`src/rtl/bcd_pkg.sv`:
```
// Shared BCD digit type, digit limits and the per-digit load clamp.
package bcd_pkg;

    typedef logic [3:0] bcd_digit_t;

    localparam bcd_digit_t BCD_MAX  = 4'd9;
    localparam bcd_digit_t BCD_ZERO = 4'd0;

    // Limit a raw nibble to a legal BCD digit, so non-decimal values never enter the counter.
    function automatic bcd_digit_t bcd_clamp(input bcd_digit_t d);
        return (d > BCD_MAX) ? BCD_MAX : d;
    endfunction

endpackage

```
`src/rtl/bcd_down_digit.sv`:
```
// One BCD down-counting digit: resets to 9, loads a clamped value,
// and decrements with 0 -> 9 wrap when told to by the cascade logic.
module bcd_down_digit
    import bcd_pkg::*;
(
    input  logic       clk,
    input  logic       reset_n,
    input  logic       dec_in,
    input  logic       load,
    input  bcd_digit_t load_digit,
    output bcd_digit_t digit,
    output logic       is_zero
);

    bcd_digit_t digit_q;
    bcd_digit_t digit_d;

    // Next digit: load wins over decrement; a decrement from zero wraps to nine.
    always_comb begin
        digit_d = digit_q;
        if (load) begin
            digit_d = bcd_clamp(load_digit);
        end else if (dec_in) begin
            digit_d = (digit_q == BCD_ZERO) ? BCD_MAX : (digit_q - 4'd1);
        end
    end

    // Digit register; reset forces nine immediately.
    always_ff @(posedge clk or negedge reset_n) begin
        if (!reset_n) begin
            digit_q <= BCD_MAX;
        end else begin
            digit_q <= digit_d;
        end
    end

    assign digit   = digit_q;
    assign is_zero = (digit_q == BCD_ZERO);

endmodule

```
`src/rtl/bcd_down_counter.sv`:
```
// Multi-digit loadable BCD down-counter with borrow cascade.
// Optional macro BCD_DOWN_SAT_EN: saturate at all-zero instead of wrapping to all-nine.
module bcd_down_counter
    import bcd_pkg::*;
#(
    parameter int unsigned DIGITS = 2
) (
    input  logic                  clk,
    input  logic                  reset_n,
    input  logic                  en,
    input  logic                  load,
    input  logic [4*DIGITS-1:0]   load_val,
    output logic [4*DIGITS-1:0]   q,
    output logic                  zero,
    output logic                  borrow
);

    logic [DIGITS-1:0] dec_in;
    logic [DIGITS-1:0] is_zero;
    logic              step_c;

    assign zero   = &is_zero;
    assign borrow = en && !load && zero;

`ifdef BCD_DOWN_SAT_EN
    // Counting stops at all-zero; only load or reset moves the counter off zero.
    assign step_c = en && !load && !zero;
`else
    // All-zero simply wraps to all-nine through the normal cascade.
    assign step_c = en && !load;
`endif

    // Digit i steps only when every lower digit is zero.
    always_comb begin : dec_chain
        logic lower_zero;
        dec_in     = '0;
        lower_zero = 1'b1;
        for (int unsigned i = 0; i < DIGITS; i++) begin
            dec_in[i]  = step_c && lower_zero;
            lower_zero = lower_zero && is_zero[i];
        end
    end

    for (genvar g = 0; g < DIGITS; g++) begin : g_digit
        bcd_down_digit u_digit (
            .clk        (clk),
            .reset_n    (reset_n),
            .dec_in     (dec_in[g]),
            .load       (load),
            .load_digit (load_val[4*g +: 4]),
            .digit      (q[4*g +: 4]),
            .is_zero    (is_zero[g])
        );
    end

endmodule

```
`config.mk`:
```
export PLATFORM = sky130hd
export DESIGN_NAME = bcd_down_counter
export DESIGN_NICKNAME = d
export VERILOG_FILES = /design/src/rtl/bcd_pkg.sv /design/src/rtl/bcd_down_digit.sv /design/src/rtl/bcd_down_counter.sv
export SDC_FILE = /design/constraint.sdc
export NUM_CORES = 1
export LEC_CHECK = 0
export ABC_AREA = 1
export CORE_AREA = 2 2 39 41
export DETAILED_ROUTE_END_ITERATION = 8
export DIE_AREA = 0 0 41 43
export GPL_TIMING_DRIVEN = 1
export PLACE_DENSITY = 0.77
export SLEW_MARGIN = 20
export SYNTH_ARGS = -nofsm -noshare
export SYNTH_HDL_FRONTEND = slang
export SYNTH_SLANG_ARGS = --single-unit
```
`constraint.sdc`:
```
create_clock -name clk -period 1.6 [get_ports clk]
set_input_delay 0.32 -clock clk [delete_from_list [all_inputs] [get_ports clk]]
set_output_delay 0.32 -clock clk [all_outputs]
set_load 0.03 [all_outputs]
```
# Word-level counts from Yosys, hierarchy flattened
# Index checks and enable logic that the tools add are counted.
# classes
reduce_logical	9
order_cmp	2
n_mux	8
add_sub_neg	2
# op_table
cell	n
$mux 4	8
$gt 4x4->1 const B	2
$logic_not 4->1	2
$sub 4x1->4 const B	2
$reduce_bool 2->1	2
$logic_and 1x1->1	3
$reduce_and 2->1	1
$logic_not 1->1	1
# totals
word_cells	23
out_inout_bits	10
register_bits	8

# Logic depth before layout (Yosys ltp)
# Gate-level depths: netlist of the first run.
# depth
depth_word	5
depth_mapped	7
depth_no_buf	7

# Hierarchy
# From an unflattened synthesis of the first run, not the netlist that was laid out.
# hier_totals
hier_cells	90
area_unflattened_um2	558.0
# by_module_without_submodules
module	instances	area_each_um2	cells_per_inst
bcd_down_digit	2	264.0	41
bcd_down_counter	1	30.0	8

# Worst setup path after synthesis of the first run
# OpenSTA, ideal clock, no wires.
# synth_path
path_type	register to output
from	reg g_digit[1].u_digit.digit_q[1]
to	out zero
n_path_buf	0
path_slack_ns	-0.240
arrival_ns	1.520
t_required_ns	1.280
path_stages_with_launch	4
path_cell_list	dfrtp_1 -> nor2_1 -> nand2_1 -> nor3_1
# synth_between
elab_chain_len	2
# synth_lines
element	line_no	source
start: declaration	bcd_down_digit.sv:15	bcd_digit_t digit_q;
start signal: assignment	bcd_down_digit.sv:33	digit_q <= digit_d;
$logic_not 4->1	bcd_down_digit.sv:38	assign is_zero = (digit_q == BCD_ZERO);
$reduce_and 2->1	bcd_down_counter.sv:22	assign zero = &is_zero;
end: declaration	bcd_down_counter.sv:14	output logic zero,
# No other way between the ends.

# Final worst setup path of the first run
# layout_path
from	reg g_digit[0].u_digit.digit_q[1]
to	out zero
# layout_between
elab_chain_len	2
# layout_lines
element	line_no
start: declaration	bcd_down_digit.sv:15
start signal: assignment	bcd_down_digit.sv:33
$logic_not 4->1	bcd_down_digit.sv:38
$reduce_and 2->1	bcd_down_counter.sv:22
# No other way between the ends.

==> impl_metrics.csv, run 1 <==
group,metric,value,unit
cells_and_area,final_nets,126,
pwr,p_total,754,uW
placement,dp_hpwl,1110,um
placement,place_ws,-37.5,ps
logic_synthesis,avgSynthCellArea,6.91,um2
critical_path,rr_worst_depth,9,
clock_tree,cts_max_path_buffers,2,
die,die_area,1760,um2
logic_synthesis,seq_area_frac_synth,37.6,%
pwr,combPwrFrac,44.4,%
critical_path,startpoint,"g_digit[0].u_digit.digit[1]$_DFFE_PN0P_",
critical_path,timing.rr.end,"g_digit[1].u_digit.digit[1]$_DFFE_PN0P_",
die,ios,22,
sta,finalClockSkew,1.24,ps
pwr,pwr_density_cell,868,nW/um2
logic_synthesis,ys_ff_latch,8,
sta,slew_headroom,78.6,%
sta,final_max_slew_viol_count,0,
pwr,switchingPower,287,uW
cells_and_area,design_area,868,um2
logic_synthesis,yosys.area.top_type,"dfstp_2",
pwr,p_int,467,uW
sta,worstMarginPinSlew,320,ps
grt,grt_overflow,0,
critical_path,crit_path_start_kind,"register",
logic_synthesis,syn_inst,79,
detailed_routing,viasPerCell,5.07,
pwr,pwr-share-clk,18.8,%
sta,fin_crit_sh,98.4,%
placement,port_buffers,21,
clock_tree,path_clk_slew,50,ps
critical_path,cp_data_arrival_time,1250,ps
detailed_routing,wl_met2,726,um
sta,fmax,0.635,GHz
sta,setup_ws,25.5,ps
detailed_routing,drt_pass1_iterations,5,
logic_synthesis,async_flop_share,100,%
sta,min_period,1570,ps
die,die_h,43,um
sta,setup_viol,0,
grt,grt_pass1_vias,567,
cells_and_area,final_layout_size_suffix_gt1_share,28.6,%
logic_synthesis,synth_cell_types,19,
grt,grt_first_pass_wirelength,2280,um
logic_synthesis,synth_common_cells,"27 x nand2_1, 11 x nor2_1, 9 x nand3_1, 5 x inv_1",
clock_tree,clockRootBuffer,"clkbuf_4",
placement,placed_area,823,um2
detailed_routing,drc,0,
clock_tree,holdBufCountCts,0,
clock_tree,numCtsBuffers,3,
pwr,seq_power_share,36.8,%
clock_tree,cts_tree,"yes",
logic_synthesis,syn_area,546,um2
logic_synthesis,synth-main-ff-cell,"dfstp_2",
cells_and_area,antennaDiodeCount,0,
critical_path,regToRegSetupSlack,260,ps
logic_synthesis,netlist_top_cells_area,"dfstp_2 19%, nand2_1 19%, dfrtp_1 18%",
clock_tree,clock_latency,240,ps
critical_path,required,1280,ps
die,row_count,14,
cells_and_area,syn2layout_area_growth,59.2,%
detailed_routing,antenna_left,0,
detailed_routing,met3_length,61,um
detailed_routing,vias,649,
detailed_routing,wl_met1,636,um
sta,finalHoldViolCount,0,
critical_path,cp_cell_sequence,"nor2_4 -> nand2_2 -> nor3_2 -> buf_4",
logic_synthesis,syn_nets,91,
logic_synthesis,ys_warn_count,0,
pwr,switching_share,38.1,%
critical_path,cp_slowest_stage_delay,420,ps
die,die_width,41,um
pwr,p_leak,0.000429,uW
critical_path,crit_fanout,4,
job,cap_violations,0,
hold_path,hp-class,"in -> async",
cells_and_area,largest_reg_flops,8,
clock_tree,cts.sinks,8,
critical_path,path_buf_inv,1,
critical_path,r2r-start,"g_digit[0].u_digit.digit[3]$_DFFE_PN1P_",
logic_synthesis,synth.most_common_cell,"nand2_1",
placement,gp_congestion,0.725,
critical_path,slowest_stage,"dfrtp_1",
grt,antenna_found_initial,0,
die,core_area,1380,um2
grt,grt_max_degree,12,
critical_path,crit_family,"simple AND/OR/NAND/NOR gates",
critical_path,criticalPathCategory,"reg -> out",
detailed_routing,wl_per_cell,11.3,um
detailed_routing,dr.first_iter.drc_count,16,
logic_synthesis,netlist.area_leader.share,19.3,%
pwr,max-vdd-ir-drop,0.570,mV
run_status,outcome,"complete, no violations",
clock_tree,htreeDepth,1,
grt,grt.total_usage,19.0,%
detailed_routing,highest_layer,"met4",
sta,rsz0062_at_grt,"true",
critical_path,endpoint_kind,"output pin",
detailed_routing,wl,1450,um
logic_synthesis,synth_edf_count,0,
die,initial_core_util,39.4,%
metrics by stage:
step | utilization, % | instances | hold slack (ps) | setup TNS, ps
floorplan | - | 79 | 24.4 | -8.36
global placement | 59.5 | 123 | 489 | -34.6
detailed placement | 59.5 | 123 | 493 | -74.5
CTS | 61.4 | 127 | 330 | 0
global route | 62.7 | 128 | 357 | -38.5
finish | 62.7 | 128 | 336 | 0
how the worst max path moves through the flow:
stage	endpoint	slack, ps	depth (start not counted)
after floorplan	zero	-8	3
after global placement	borrow	-20	5
after detailed placement	borrow	-40	5
after CTS	borrow	1	5
after global routing	zero	-40	4
final	zero	30	4
layout by cell type (no fill, tap or decap), types with 2 or more instances in the layout:
cell type,synthesis,layout
inv_1,5,4
o21ai_0,4,4
dlygate4sd2_1,0,9
clkbuf_4,0,3
nor2_1,11,8
nand3_1,9,9
buf_4,0,12
dfrtp_1,4,4
nor2_2,0,2
nand2_1,27,25
dfstp_2,4,4
clkdlybuf4s50_1,0,9
nand4_1,2,2
nor2_4,2,3
inv_2,1,2
nand2_2,1,3
layer usage:
layer	vias up	global-route usage, %
li1	325	-
met1	300	25.9
met2	20	28.4
met3	4	1.57
met4	0	10.7
met5	-	0
power groups by stage:
stage                     Sequential [uW]  Combinational, uW  Clock, uW
after global placement                273                330          0
after CTS                             274                317        152
final                                 277                335        142
after global routing                  282                358        166
after detailed placement              274                336          0
after floorplan                       344                115          0
area by class of cell:
type	instances	area [um2]
clock buffers	3	22.5
fillers	119	515
inverters	6	22.5
multi-input cells	63	318
flip-flops and latches	8	205
well taps	16	20.0
repair buffers	32	280
what timing repair did:
item                                    CTS  global route
pin swaps                                 5             3
resized for setup                        14             4
setup buffers                             2             1
endpoints found under the setup margin   10             3
cell families after synthesis:
group,Yosys count,share of synthesized area (%)
simple gates,56,47.2
flops,8,37.6
buf+inv,8,8.26
compound gates,7,6.88
Note: power is estimated with default switching activity, not from simulation.
==> inputs of run 2 (changes only) <==
CTS_CLUSTER_SIZE = 28   (was not set)
==> results of run 2 <==
No change in the layout: final DEF, timing and power equal those of run 1.
==> inputs of run 3 (changes only) <==
clock period = 2 ns   (was 1.6 ns; I/O delays follow)
==> impl_metrics.csv, run 3 (synthesized netlist as in run 1, its figures left out) <==
group,metric,value,unit
clock_tree,cts_tree,"yes",
detailed_routing,drt_pass1_iterations,4,
die,die_h,43,um
critical_path,crit_fanout,5,
critical_path,endpoint_kind,"output pin",
sta,holdWs,420,ps
critical_path,crit_family,"buffers and inverters",
run_status,outcome,"complete, no violations",
cells_and_area,antennaDiodeCount,0,
cells_and_area,final_cell_mix,"27 x nand2_1, 19 x clkdlybuf4s50_1, 11 x nor2_1",
die,row_count,14,
pwr,max-vdd-ir-drop,0.425,mV
cells_and_area,fillCellCount,141,
critical_path,required,1600,ps
sta,final_max_slew_viol_count,0,
sta,finalClockSkew,1.86,ps
grt,antenna_found_initial,0,
grt,grt.total_usage,15.8,%
detailed_routing,wl_per_cell,10.1,um
sta,finalHoldViolCount,0,
critical_path,cp_cell_sequence,"clkdlybuf4s50_1",
cells_and_area,design_area,786,um2
sta,setup_viol,0,
critical_path,slowest_stage,"clkdlybuf4s50_1",
grt,grt_max_degree,12,
detailed_routing,dr.first_iter.drc_count,5,
sta,slew_headroom,78.7,%
placement,port_buffers,21,
detailed_routing,wl,1210,um
grt,grt_pass1_vias,490,
critical_path,crit_path_start_kind,"register",
clock_tree,clock_latency,240,ps
cells_and_area,finalNonFillerCells,119,
clock_tree,clockRootBuffer,"clkbuf_4",
pwr,pwr_density_cell,723,nW/um2
placement,placed_area,763,um2
grt,grt_first_pass_wirelength,1880,um
clock_tree,htreeDepth,1,
detailed_routing,viasPerCell,4.90,
detailed_routing,vias,583,
sta,fin_crit_sh,94.9,%
detailed_routing,antenna_left,0,
clock_tree,numCtsBuffers,3,
die,die_width,41,um
sta,fmax,0.527,GHz
placement,gp_congestion,0.714,
clock_tree,cts_setup_buffers,0,
critical_path,cp_slowest_stage_delay,680,ps
clock_tree,holdBufCountCts,0,
sta,finalSetupTns,0,ps
detailed_routing,drc,0,
die,core_area,1380,um2
sta,rsz0062_at_grt,"false",
pwr,p_leak,0.000365,uW
job,cap_violations,0,
critical_path,cp_data_arrival_time,1500,ps
critical_path,path_buf_inv,1,
clock_tree,cts.sinks,8,
clock_tree,cts_max_path_buffers,2,
die,ios,22,
cells_and_area,final_common_cell,"nand2_1",
sta,min_period,1900,ps
sta,worstMarginPinSlew,318,ps
grt,grt_overflow,0,
critical_path,criticalPathCategory,"reg -> out",
cells_and_area,final_layout_size_suffix_gt1_share,15.5,%
die,initial_core_util,39.4,%
cells_and_area,finish.utilization,56.8,%
placement,dp_hpwl,1020,um
die,die_area,1760,um2
placement,dp.cells,116,
cells_and_area,final_nets,117,
clock_tree,cts-resized-gates,0,
hold_path,hp-class,"in -> async",
clock_tree,path_clk_slew,50,ps
cells_and_area,largest_reg_flops,8,
cells_and_area,syn2layout_area_growth,44.0,%
==> run 3: worst paths after layout <==
kind / startpoint / end / slack [ps] / cells past startpoint
hold / removal: reset_n / g_digit[1].u_digit.digit[2]$_DFFE_PN0P_ / 420 / 1
min in group clk: g_digit[1].u_digit.digit[1]$_DFFE_PN0P_ / g_digit[1].u_digit.digit[1]$_DFFE_PN0P_ / 500 / 2
setup / recovery: g_digit[0].u_digit.digit[0]$_DFFE_PN1P_ / q[0] / 100 / 1
max in group asynchronous: reset_n / g_digit[0].u_digit.digit[3]$_DFFE_PN1P_ / 1290 / 1
setup reg to reg: g_digit[0].u_digit.digit[1]$_DFFE_PN0P_ / g_digit[1].u_digit.digit[1]$_DFFE_PN0P_ / 790 / 7
hold reg to reg: g_digit[1].u_digit.digit[1]$_DFFE_PN0P_ / g_digit[1].u_digit.digit[1]$_DFFE_PN0P_ / 500 / 2
==> run 3: per-stage QoR <==
step           setup slack [ps]  total power [uW]
3_3_place_gp                224               458
2_1_floorplan              80.0               365
4_1_cts                    86.7               579
5_1_grt                    63.2               608
3_5_place_dp                221               461
6_report                    102               568
==> run 3: final cells by class <==
class | count | area [um2] | share of cell area [%]
repair buffers | 23 | 220 | 28.0
multi-input cells | 63 | 295 | 37.6
flip-flops and latches | 8 | 205 | 26.1
clock buffers | 3 | 22.5 | 2.87
well taps | 16 | 20.0 | 2.55
inverters | 6 | 22.5 | 2.87
==> run 3: power breakdown <==
group,switching (uW),internal [uW],leakage [uW]
registers,29.6,197,0.0000931
logic,133,98.9,0.000258
clock network,42.7,67.8,0.0000138
total,205,363,0.000365
==> run 3: per-layer routing <==
metal | GRT usage (%) | share of wire [%] | vias up
li1 | - | - | 304
met1 | 21.9 | 46 | 268
met2 | 22.5 | 49 | 9
met3 | 1.57 | 3.6 | 2
met4 | 10.0 | 1.0 | 0
met5 | 0 | 0 | -
